===== src/rtl/bus_mon_pkg.sv =====
// ----------------------------------------------------------------------------
// bus_mon_pkg
// Shared types and constants for the dValid/dAck/data handshake monitor.
//   mon_state_t : per-channel checker state
//   ERR_*       : bit positions inside each channel's 6-bit error vector
//   len_width() : width of the per-burst length counter
// Optional feature macro used elsewhere in this slice: BUS_MON_REPORT_EN.
// ----------------------------------------------------------------------------
package bus_mon_pkg;

    typedef enum logic [1:0] {
        IDLE   = 2'd0,
        ACTIVE = 2'd1,
        DONE   = 2'd2,
        ERR    = 2'd3
    } mon_state_t;

    localparam int unsigned ERR_ACK_EARLY = 0;
    localparam int unsigned ERR_DROP      = 1;
    localparam int unsigned ERR_TIMEOUT   = 2;
    localparam int unsigned ERR_HOLD      = 3;
    localparam int unsigned ERR_DATA_CHG  = 4;
    localparam int unsigned ERR_SPUR_ACK  = 5;
    localparam int unsigned NUM_ERR       = 6;

    // Length counter must represent 0..max_valid inclusive.
    function automatic int unsigned len_width(input int unsigned max_valid);
        return (max_valid < 1) ? 1 : $clog2(max_valid + 1);
    endfunction

endpackage


===== src/rtl/bus_handshake_monitor_if.sv =====
// ----------------------------------------------------------------------------
// bus_handshake_monitor_if
// Bundles the per-channel handshake signals of NUM_CH channels.
//   dValid [NUM_CH]        : data valid, driven by the source
//   dAck   [NUM_CH]        : acknowledge, driven by the target
//   data   [NUM_CH*DATA_W] : channel c at [c*DATA_W +: DATA_W]
// Modports: master (source), slave (target), monitor (observe only).
// ----------------------------------------------------------------------------
interface bus_handshake_monitor_if #(
    parameter int unsigned NUM_CH = 2,
    parameter int unsigned DATA_W = 8
);
    logic [NUM_CH-1:0]        dValid;
    logic [NUM_CH-1:0]        dAck;
    logic [NUM_CH*DATA_W-1:0] data;

    modport master  (output dValid, output data, input dAck);
    modport slave   (input dValid, input data, output dAck);
    modport monitor (input dValid, input dAck, input data);
endinterface


===== src/rtl/bus_handshake_chan_mon.sv =====
// ----------------------------------------------------------------------------
// bus_handshake_chan_mon
// Protocol checker for one dValid/dAck/data channel.
//   i_clk, i_reset  : clock, asynchronous active-high reset
//   i_clr           : synchronous clear of sticky errors
//   i_valid, i_ack  : channel handshake
//   i_data          : channel data (must stay stable during a burst)
//   o_err_pulse     : registered one-cycle error strobes (ERR_* bit order)
//   o_err_sticky    : accumulated strobes, cleared by i_clr
//   o_done          : combinational strobe, high on the edge that closes a
//                     good transfer (counted by the parent on that edge)
// ----------------------------------------------------------------------------
module bus_handshake_chan_mon
    import bus_mon_pkg::*;
#(
    parameter int unsigned DATA_W    = 8,
    parameter int unsigned MIN_VALID = 2,
    parameter int unsigned MAX_VALID = 4
) (
    input  logic               i_clk,
    input  logic               i_reset,
    input  logic               i_clr,
    input  logic               i_valid,
    input  logic               i_ack,
    input  logic [DATA_W-1:0]  i_data,
    output logic [NUM_ERR-1:0] o_err_pulse,
    output logic [NUM_ERR-1:0] o_err_sticky,
    output logic               o_done
);
    localparam int unsigned LEN_W = len_width(MAX_VALID);
    localparam logic [LEN_W-1:0] MIN_L = LEN_W'(MIN_VALID);
    localparam logic [LEN_W-1:0] MAX_L = LEN_W'(MAX_VALID);

    mon_state_t         r_state, w_state_nxt;
    logic [LEN_W-1:0]   r_len, w_len_nxt, w_len_cur;
    logic [DATA_W-1:0]  r_data, w_data_nxt;
    logic               r_dchg, w_dchg_nxt;
    logic [NUM_ERR-1:0] r_pulse, w_pulse;
    logic [NUM_ERR-1:0] r_sticky, w_sticky_nxt;
    logic               w_done;

    // Length including the edge currently being evaluated.
    assign w_len_cur = r_len + LEN_W'(1);

    always_comb begin
        w_state_nxt = r_state;
        w_len_nxt   = r_len;
        w_data_nxt  = r_data;
        w_dchg_nxt  = r_dchg;
        w_pulse     = '0;
        w_done      = 1'b0;
        unique case (r_state)
            IDLE: begin
                if (i_valid) begin
                    w_len_nxt   = LEN_W'(1);
                    w_data_nxt  = i_data;
                    w_dchg_nxt  = 1'b0;
                    w_state_nxt = ACTIVE;
                    if (i_ack) begin
                        if (MIN_VALID > 1) begin
                            w_pulse[ERR_ACK_EARLY] = 1'b1;
                            w_state_nxt            = ERR;
                        end else begin
                            w_state_nxt = DONE;
                        end
                    end
                end else if (i_ack) begin
                    w_pulse[ERR_SPUR_ACK] = 1'b1;
                end
            end
            ACTIVE: begin
                if (!i_valid) begin
                    w_pulse[ERR_DROP] = 1'b1;
                    w_state_nxt       = IDLE;
                end else begin
                    // Report a data change once per burst, but keep checking.
                    if ((i_data != r_data) && !r_dchg) begin
                        w_pulse[ERR_DATA_CHG] = 1'b1;
                        w_dchg_nxt            = 1'b1;
                    end
                    w_len_nxt = w_len_cur;
                    if (i_ack) begin
                        if (w_len_cur < MIN_L) begin
                            w_pulse[ERR_ACK_EARLY] = 1'b1;
                            w_state_nxt            = ERR;
                        end else begin
                            w_state_nxt = DONE;
                        end
                    end else if (w_len_cur == MAX_L) begin
                        w_pulse[ERR_TIMEOUT] = 1'b1;
                        w_state_nxt          = ERR;
                    end
                end
            end
            DONE: begin
                // dAck must be a single-cycle pulse.
                if (i_ack) begin
                    w_pulse[ERR_SPUR_ACK] = 1'b1;
                end
                if (i_valid) begin
                    w_pulse[ERR_HOLD] = 1'b1;
                    w_state_nxt       = ERR;
                end else begin
                    w_done      = !i_ack;
                    w_state_nxt = IDLE;
                end
            end
            ERR: begin
                if (!i_valid) begin
                    w_state_nxt = IDLE;
                    if (i_ack) begin
                        w_pulse[ERR_SPUR_ACK] = 1'b1;
                    end
                end
            end
            default: begin
                w_state_nxt = IDLE;
            end
        endcase
    end

    // A strobe coinciding with clr is dropped from the sticky set.
    assign w_sticky_nxt = i_clr ? '0 : (r_sticky | w_pulse);

    always_ff @(posedge i_clk or posedge i_reset) begin
        if (i_reset) begin
            r_state  <= IDLE;
            r_len    <= '0;
            r_data   <= '0;
            r_dchg   <= 1'b0;
            r_pulse  <= '0;
            r_sticky <= '0;
        end else begin
            r_state  <= w_state_nxt;
            r_len    <= w_len_nxt;
            r_data   <= w_data_nxt;
            r_dchg   <= w_dchg_nxt;
            r_pulse  <= w_pulse;
            r_sticky <= w_sticky_nxt;
        end
    end

    assign o_err_pulse  = r_pulse;
    assign o_err_sticky = r_sticky;
    assign o_done       = w_done;
endmodule


===== src/rtl/bus_handshake_monitor.sv =====
// ----------------------------------------------------------------------------
// bus_handshake_monitor
// Run-time monitor for NUM_CH independent dValid/dAck/data channels.
//   clk, reset  : clock, asynchronous active-high reset
//   clr         : synchronous clear of err_sticky and xfer_cnt
//   bus         : monitored handshake signals (monitor modport)
//   err_pulse   : one-cycle error strobes, channel c at [c*6 +: 6]
//   err_sticky  : accumulated err_pulse, cleared by clr
//   err_any     : OR of all err_sticky bits
//   xfer_cnt    : saturating count of good transfers over all channels
// Macro BUS_MON_REPORT_EN adds simulation-only text reports.
// ----------------------------------------------------------------------------
module bus_handshake_monitor
    import bus_mon_pkg::*;
#(
    parameter int unsigned NUM_CH    = 2,
    parameter int unsigned DATA_W    = 8,
    parameter int unsigned MIN_VALID = 2,
    parameter int unsigned MAX_VALID = 4,
    parameter int unsigned CNT_W     = 16
) (
    input  logic                      clk,
    input  logic                      reset,
    input  logic                      clr,
    bus_handshake_monitor_if.monitor  bus,
    output logic [NUM_CH*NUM_ERR-1:0] err_pulse,
    output logic [NUM_CH*NUM_ERR-1:0] err_sticky,
    output logic                      err_any,
    output logic [CNT_W-1:0]          xfer_cnt
);
    localparam int unsigned POP_W = $clog2(NUM_CH + 1);
    localparam int unsigned SUM_W = CNT_W + POP_W;
    localparam logic [CNT_W-1:0] CNT_MAX = {CNT_W{1'b1}};

    logic [NUM_CH-1:0]         w_done;
    logic [NUM_CH*NUM_ERR-1:0] w_pulse;
    logic [NUM_CH*NUM_ERR-1:0] w_sticky;
    logic [POP_W-1:0]          w_pop;
    logic [SUM_W-1:0]          w_sum;
    logic [CNT_W-1:0]          r_cnt;

`ifdef BUS_MON_REPORT_EN
    function automatic string err_name(input int unsigned idx);
        case (idx)
            ERR_ACK_EARLY: return "ACK_EARLY";
            ERR_DROP:      return "DROP";
            ERR_TIMEOUT:   return "TIMEOUT";
            ERR_HOLD:      return "HOLD";
            ERR_DATA_CHG:  return "DATA_CHG";
            default:       return "SPUR_ACK";
        endcase
    endfunction
`endif

    for (genvar c = 0; c < NUM_CH; c++) begin : gen_chan
        bus_handshake_chan_mon #(
            .DATA_W    (DATA_W),
            .MIN_VALID (MIN_VALID),
            .MAX_VALID (MAX_VALID)
        ) u_chan (
            .i_clk        (clk),
            .i_reset      (reset),
            .i_clr        (clr),
            .i_valid      (bus.dValid[c]),
            .i_ack        (bus.dAck[c]),
            .i_data       (bus.data[c*DATA_W +: DATA_W]),
            .o_err_pulse  (w_pulse[c*NUM_ERR +: NUM_ERR]),
            .o_err_sticky (w_sticky[c*NUM_ERR +: NUM_ERR]),
            .o_done       (w_done[c])
        );

`ifdef BUS_MON_REPORT_EN
        always @(posedge clk) begin
            if (!reset) begin
                for (int unsigned b = 0; b < NUM_ERR; b++) begin
                    if (w_pulse[c*NUM_ERR + b]) begin
                        $display("%0t ch%0d %s FAIL", $stime, c, err_name(b));
                    end
                end
                if (w_done[c]) begin
                    $display("%0t ch%0d xfer OK len=%0d", $stime, c, u_chan.r_len);
                end
            end
        end
`endif
    end

    always_comb begin
        w_pop = '0;
        for (int unsigned i = 0; i < NUM_CH; i++) begin
            w_pop = w_pop + POP_W'(w_done[i]);
        end
    end

    assign w_sum = SUM_W'(r_cnt) + SUM_W'(w_pop);

    // clr wins over a same-cycle increment; the count never wraps.
    always_ff @(posedge clk or posedge reset) begin
        if (reset) begin
            r_cnt <= '0;
        end else if (clr) begin
            r_cnt <= '0;
        end else if (w_sum > SUM_W'(CNT_MAX)) begin
            r_cnt <= CNT_MAX;
        end else begin
            r_cnt <= w_sum[CNT_W-1:0];
        end
    end

    assign err_pulse  = w_pulse;
    assign err_sticky = w_sticky;
    assign err_any    = |w_sticky;
    assign xfer_cnt   = r_cnt;
endmodule

===== src/flat_wrapper.sv =====
// flat-port wrapper written by rule: the top's interface ports become plain ports
module bus_handshake_monitor_flat import bus_mon_pkg::*;
#(
    parameter int unsigned NUM_CH    = 2,
    parameter int unsigned DATA_W    = 8,
    parameter int unsigned MIN_VALID = 2,
    parameter int unsigned MAX_VALID = 4,
    parameter int unsigned CNT_W     = 16
)
  (clk, reset, clr, err_pulse, err_sticky, err_any, xfer_cnt, bus_dValid, bus_dAck, bus_data);
  bus_handshake_monitor_if #(.NUM_CH(NUM_CH), .DATA_W(DATA_W)) bus_i ();
  input  logic clk;
  input  logic reset;
  input  logic clr;
  output logic [NUM_CH*NUM_ERR-1:0] err_pulse;
  output logic [NUM_CH*NUM_ERR-1:0] err_sticky;
  output logic err_any;
  output logic [CNT_W-1:0] xfer_cnt;
  input wire logic [$bits(bus_i.dValid)-1:0] bus_dValid;
  input wire logic [$bits(bus_i.dAck)-1:0] bus_dAck;
  input wire logic [$bits(bus_i.data)-1:0] bus_data;
  assign bus_i.dValid = bus_dValid;
  assign bus_i.dAck = bus_dAck;
  assign bus_i.data = bus_data;
  bus_handshake_monitor #(.NUM_CH(NUM_CH), .DATA_W(DATA_W), .MIN_VALID(MIN_VALID), .MAX_VALID(MAX_VALID), .CNT_W(CNT_W)) u_core (.clk(clk), .reset(reset), .clr(clr), .bus(bus_i), .err_pulse(err_pulse), .err_sticky(err_sticky), .err_any(err_any), .xfer_cnt(xfer_cnt));
endmodule

===== config.mk =====
export PLATFORM = sky130hd
export DESIGN_NAME = bus_handshake_monitor_flat
export DESIGN_NICKNAME = d
export VERILOG_FILES = /design/src/rtl/bus_mon_pkg.sv /design/src/rtl/bus_handshake_monitor_if.sv /design/src/rtl/bus_handshake_chan_mon.sv /design/src/rtl/bus_handshake_monitor.sv /design/src/flat_wrapper.sv
export SDC_FILE = /design/constraint.sdc
export NUM_CORES = 1
export LEC_CHECK = 0
export BUFFER_PORTS_ARGS = -buffer_cell sky130_fd_sc_hd__buf_2
export CELL_PAD_IN_SITES_DETAIL_PLACEMENT = 1
export CELL_PAD_IN_SITES_GLOBAL_PLACEMENT = 1
export CORE_MARGIN = 10
export CORE_UTILIZATION = 43
export DETAILED_ROUTE_END_ITERATION = 10
export PLACE_DENSITY_LB_ADDON = 0.1
export SYNTH_ARGS = -nofsm -noshare
export SYNTH_HDL_FRONTEND = slang
export SYNTH_SLANG_ARGS = --single-unit
export TNS_END_PERCENT = 30

===== constraint.sdc =====
create_clock -name clk -period 3 [get_ports clk]
set_input_delay 0.3 -clock clk [delete_from_list [all_inputs] [get_ports clk]]
set_output_delay 0.3 -clock clk [all_outputs]
set_load 0.03 [all_outputs]

==> results of run 1 <==
==> routing by layer <==
layer / track usage (%) / wire, um / up-vias
li1: - / - / 1176
met4: 6.480 / 151 / 0
met1: 16.76 / 3504 / 1169
met2: 22.03 / 3637 / 47
met5: 0 / 0 / -
met3: 3.892 / 354 / 14
==> worst max-delay path by stage <==
| stage | slack, ps | from | depth (start not counted) | endpoint |
|---|---|---|---|---|
| 2_1_floorplan | 800 | u_core.gen_chan[0].u_chan.r_state[0] | 10 | u_core.xfer_cnt[14] |
| 3_3_place_gp | 480 | u_core.gen_chan[0].u_chan.r_state[0] | 10 | u_core.xfer_cnt[0] |
| 3_5_place_dp | 290 | u_core.gen_chan[0].u_chan.r_state[0] | 10 | u_core.xfer_cnt[10] |
| 4_1_cts | 280 | u_core.gen_chan[0].u_chan.r_state[0] | 10 | u_core.xfer_cnt[3] |
| 5_1_grt | 20 | u_core.gen_chan[1].u_chan.r_state[0] | 10 | u_core.xfer_cnt[6] |
| 6_report | 310 | u_core.gen_chan[0].u_chan.r_state[0] | 10 | u_core.xfer_cnt[3] |
==> cell families (layout without fill, tap and decap cells) <==
logic type	after synthesis	after routing	synth area share, %
xor gates and xnor gates	27	27	7.261
and+or+nand+nor	90	90	13.98
buffers and inverters	26	99	3.112
muxes	20	20	7.069
adders and majority gates	14	14	5.609
AOI/OAI and AO/OA	52	52	10.72
DFF	68	68	52.25
==> report_power, final <==
part,switching (mW),internal [mW]
Combinational,0.724,0.545
Clock,0.342,0.317
Sequential,0.178,1.18
Total,1.24,2.04
==> Yosys cell counts, types with 2 or more instances <==
cell type / count
buf_2: 3
o211ai_1: 2
o22ai_2: 2
nand3_1: 8
and3_1: 2
a21oi_1: 20
mux2_2: 16
nor2_1: 22
inv_1: 18
dfrtp_1: 68
o21ai_0: 8
a311o_1: 2
o211a_1: 2
nand2_1: 21
mux2_4: 2
nand4_1: 6
o21ai_1: 2
and2_1: 2
xnor2_1: 22
clkbuf_1: 5
and4_1: 4
nand2b_1: 5
a211oi_1: 2
o21ba_2: 4
nor4_1: 5
a31oi_1: 3
nor2b_1: 2
o2bb2ai_1: 2
nor3_1: 10
ha_1: 13
xor2_1: 5
mux2i_1: 2
==> per-stage QoR <==
step | hold WS [ps] | cells | utilization, % | setup slack (ps)
detailed placement | 305.0 | 452 | 50.50 | 291.5
CTS | 198.7 | 469 | 52.95 | 281.0
global placement | 301.6 | 452 | 50.50 | 479.8
finish | 209.7 | 469 | 52.95 | 314.3
global route | 206.9 | 469 | 52.95 | 22.80
floorplan | 383.0 | 297 | - | 796.6
==> state kept, by name, indices dropped and copies added (netlist names) <==
signal	flops
u_core.gen_chan.u_chan.r_data	16
u_core.xfer_cnt	16
u_core.gen_chan.u_chan.o_err_pulse	12
u_core.gen_chan.u_chan.o_err_sticky	12
u_core.gen_chan.u_chan.r_len	6
u_core.gen_chan.u_chan.r_state	4
u_core.gen_chan.u_chan.r_dchg	2
==> cell type report <==
class / count / share of cell area, %
inverters: 18 / 1.750
well taps: 99 / 3.208
multi-input cells: 203 / 37.65
repair buffers: 65 / 8.944
flip-flops and latches: 68 / 44.07
clock inverters: 5 / 0.7129
clock buffers: 11 / 3.662
==> critical path, cell delays in order (launching register included) <==
cell and delay (ps):
dfrtp_1 410, inv_1 100, ha_1 210, nand2_1 90, fa_1 400, inv_1 90
ha_1 240, nand4_1 140, nor2_1 220, nand3_1 420, a21oi_1 270
==> what timing repair did <==
action	CTS	global route
endpoints found under the setup margin	0	0
hold buffers	1	0
hold endpoints to repair	16	0
==> results.tsv, run 1 <==
metric	value	unit
status	finished clean	
synth_area_leaders	dfrtp_1 52%, xnor2_1 5.9%, mux2_2 5.5%, ha_1 5.0%, a21oi_1 3.1%	
synth_top_area_share	52.25	%
io_pins	64	
p_leak	1.911	nW
multiInputGateArea	1454	um2
numCtsBuffers	9	
endpoint_kind	flip-flop	
cts_tree	built	
antennaDiodeCount	0	
synthCells	297	
final-seq-area	1702	um2
synthDistinctLibCells	39	
cts.sinks	68	
postCtsSetupRepairBufs	0	
reg2reg_to	u_core.xfer_cnt[3]	
clk_latency	340	ps
yosys.area.top_type	dfrtp_1	
hold_path_end	u_core.gen_chan[1].u_chan.r_data[6]	
hold_start	bus_data[14]	
worst_pin_slew	567.7	ps
setup_viol	0	
cp_max_fo	13	
syn_area	3257	um2
grt_pass1_wl	12740	um
drv_cap	0	
reg2reg_from	u_core.gen_chan[0].u_chan.r_state[0]	
reg2regPathDepth	10	
path_class	flip-flop to flip-flop	
ys.flop_type	dfrtp_1	
async_flop_share	100.0	%
fp-row-count	31	
fillers	834	
post-route-min-period	2686	ps
critPathArrivalTime	2950	ps
areaGrowthSynthToFinish	18.56	%
initial_utilization	44.66	%
die_w	107.0	um
grt.total_usage	13.77	%
max_freq	372.3	MHz
synth_nets	334	
portBuffers	63	
fin_area	3861	um2
seq_area_frac_synth	52.25	%
ff2ff_setup_slack	310	ps
start_kind	flip-flop	
die_h	107.0	um
dp_hpwl	5703	um
cts.path.max_buffers	2	
maxSlewViolCount	0	
min_path_type	input port to flip-flop	
drt_pass1_iterations	4	
clk_pin_slew_worst_paths	70	ps
fin_skew	4.376	ps
finalHoldViolCount	0	
powerDensity	850.8	nW/um2
final_cell_mix	68 x dfrtp_1, 63 x buf_2, 22 x nor2_1, 22 x xnor2_1, 21 x nand2_1	
remaining_drc_errors	0	
antenna_found_initial	0	
wl	7647	um
grt_pass1_vias	2625	
yosysWarnings	0	
final_net_count	402	
rsz0062_at_grt	false	
drive_gt1_share	28.92	%
ir_drop	0.5503	mV
die_area	11460	um2
synth_edf_count	0	
synth_seq_cells	68	
htree_levels	3	
antenna_left	0	
syn_area_per_cell	10.97	um2
core	7292	um2
grt_max_degree	53	
fin_setup_tns	0	ps
routed_via_density	5.130	
ctsResizeCount	0	
gp_congestion	0.7711	
min_path_cells	2	
cts_root_buf	clkbuf_8	
routed_wire_length_per_instance	16.30	um
drt-initial-drc-count	100	
placed_area	3682	um2
required	3260	ps
grt_overflow	0	
final_common_cell	dfrtp_1	
fin_total_pwr	3.285	mW
vias	2406	
max-slew-margin-rel	62.15	%
timing.final.crit_share	89.52	%
Note: power is estimated with default switching activity, not from simulation.
==> inputs of run 2 (changes only) <==
PLACE_DENSITY = 0.89   (was default)
PLACE_DENSITY_LB_ADDON = default   (was 0.1)
==> results.tsv, run 2 (same netlist as run 1, synthesis figures left out) <==
metric	value	unit
maxSlewViolCount	0	
status	finished clean	
ff2ff_setup_slack	400	ps
fin_area	3872	um2
setup_viol	0	
cell_internal_pwr	2.146	mW
place_inst	453	
grt_pass1_wl	13830	um
grt_overflow	0	
drt_pass1_iterations	5	
min_path_type	input port to asynchronous set/reset pin	
final_net_count	402	
timing.final.crit_share	86.82	%
drt-initial-drc-count	48	
grt_max_degree	39	
numCtsBuffers	9	
fp-row-count	31	
ir_drop	0.4403	mV
die_w	107.0	um
rsz0062_at_grt	false	
start_kind	flip-flop	
gp_congestion	0.8193	
post-route-min-period	2605	ps
power_frac_comb	38.0	%
cts_root_buf	clkbuf_8	
final_common_cell	dfrtp_1	
reg2reg_to	u_core.xfer_cnt[0]	
placed_area	3677	um2
cts.sinks	68	
power_frac_seq	40.0	%
routed_via_density	5.334	
core	7292	um2
critPathArrivalTime	2860	ps
sw_frac_of_total	37.00	%
hold_buffers	0	
remaining_drc_errors	0	
reg2regPathDepth	10	
cts.path.max_buffers	2	
worst_pin_slew	792.9	ps
dp_hpwl	6145	um
clk_pin_slew_worst_paths	80	ps
antenna_left	0	
antennaDiodeCount	0	
max_freq	383.9	MHz
grt.total_usage	14.90	%
cp_max_fo	13	
instances_no_fill	467	
grt_pass1_vias	2807	
die_area	11460	um2
final_cell_mix	68 x dfrtp_1, 63 x buf_2, 22 x nor2_1, 22 x xnor2_1, 21 x nand2_1	
die_h	107.0	um
cts_tree	built	
antenna_found_initial	0	
required	3260	ps
dp_slack	290.6	ps
initial_utilization	44.66	%
layout_setup_ws	395.4	ps
clkPwrFrac	22.0	%
endpoint_kind	flip-flop	
io_pins	64	
wl	8157	um
powerDensity	879.7	nW/um2
p_leak	1.916	nW
portBuffers	63	
clk_latency	340	ps
path_class	flip-flop to flip-flop	
routed_wire_length_per_instance	17.47	um
drive_gt1_share	29.08	%
fin_skew	9.371	ps
max-slew-margin-rel	47.06	%
drv_cap	0	
vias	2491	
areaGrowthSynthToFinish	18.90	%
fillers	858	
fin_setup_tns	0	ps
reg2reg_from	u_core.gen_chan[0].u_chan.r_state[0]	
finalHoldViolCount	0	
htree_levels	3	
p_sw	1.260	mW
## run 2: metrics by stage
stage	hold WS, ps	utilization [%]	total power, mW
final	103.0	53.11	3.407
after global routing	164.0	53.11	3.651
after CTS	130.1	53.04	3.446
after detailed placement	505.6	50.43	2.678
after global placement	484.0	50.43	2.585
after floorplan	383.0	-	2.310
## run 2: metal layers
layer  wire (um)  vias up  track usage (%)
met5           0        -                0
met4         151        0            6.286
met3         388       10            3.772
met2        4130       57            26.05
met1        3487     1251            16.84
li1            -     1173                -
## run 2: worst max-delay path, cell delays in order (launching register included)
cell and delay [ps]:
dfrtp_1 410, inv_1 100, ha_1 240, nand2_1 110
fa_1 420, inv_1 90, ha_1 230, nand4_1 150
nor2_1 250, nand3_2 290, a21oi_1 240
## run 2: worst max-delay path by stage
stage                                              start             endpoint  slack [ps]  cells past startpoint
finish              u_core.gen_chan[0].u_chan.r_state[0]   u_core.xfer_cnt[0]         400                     10
global route        u_core.gen_chan[0].u_chan.r_state[0]   u_core.xfer_cnt[0]         140                     10
CTS                 u_core.gen_chan[0].u_chan.r_state[0]   u_core.xfer_cnt[0]         250                     10
detailed placement  u_core.gen_chan[0].u_chan.r_state[0]   u_core.xfer_cnt[0]         290                     10
global placement    u_core.gen_chan[0].u_chan.r_state[0]   u_core.xfer_cnt[1]         520                     10
floorplan           u_core.gen_chan[0].u_chan.r_state[0]  u_core.xfer_cnt[14]         800                     10
## run 2: final cells by class
cell class	instances	area [um2]	area share, %
clock inverter	2	35.03	0.9047
clock buffer	12	155.1	4.006
timing repair buffer	65	330.3	8.530
inverter	18	67.56	1.745
sequential	68	1702	43.94
tap	99	123.9	3.199
multi-input combinational	203	1459	37.67
## run 2: power by group through the flow
stage	Sequential, mW	Clock, mW	Combinational [mW]
after floorplan	1.48	0	0.826
after CTS	1.36	0.769	1.31
after global routing	1.40	0.822	1.43
after detailed placement	1.38	0	1.29
after global placement	1.36	0	1.23
final	1.36	0.749	1.29
## run 2: repair_timing
item | CTS | global route
setup endpoints to repair | 0 | 13
endpoints found under the hold margin | 0 | 0
resized for setup | 0 | 1
setup buffers | 0 | 0
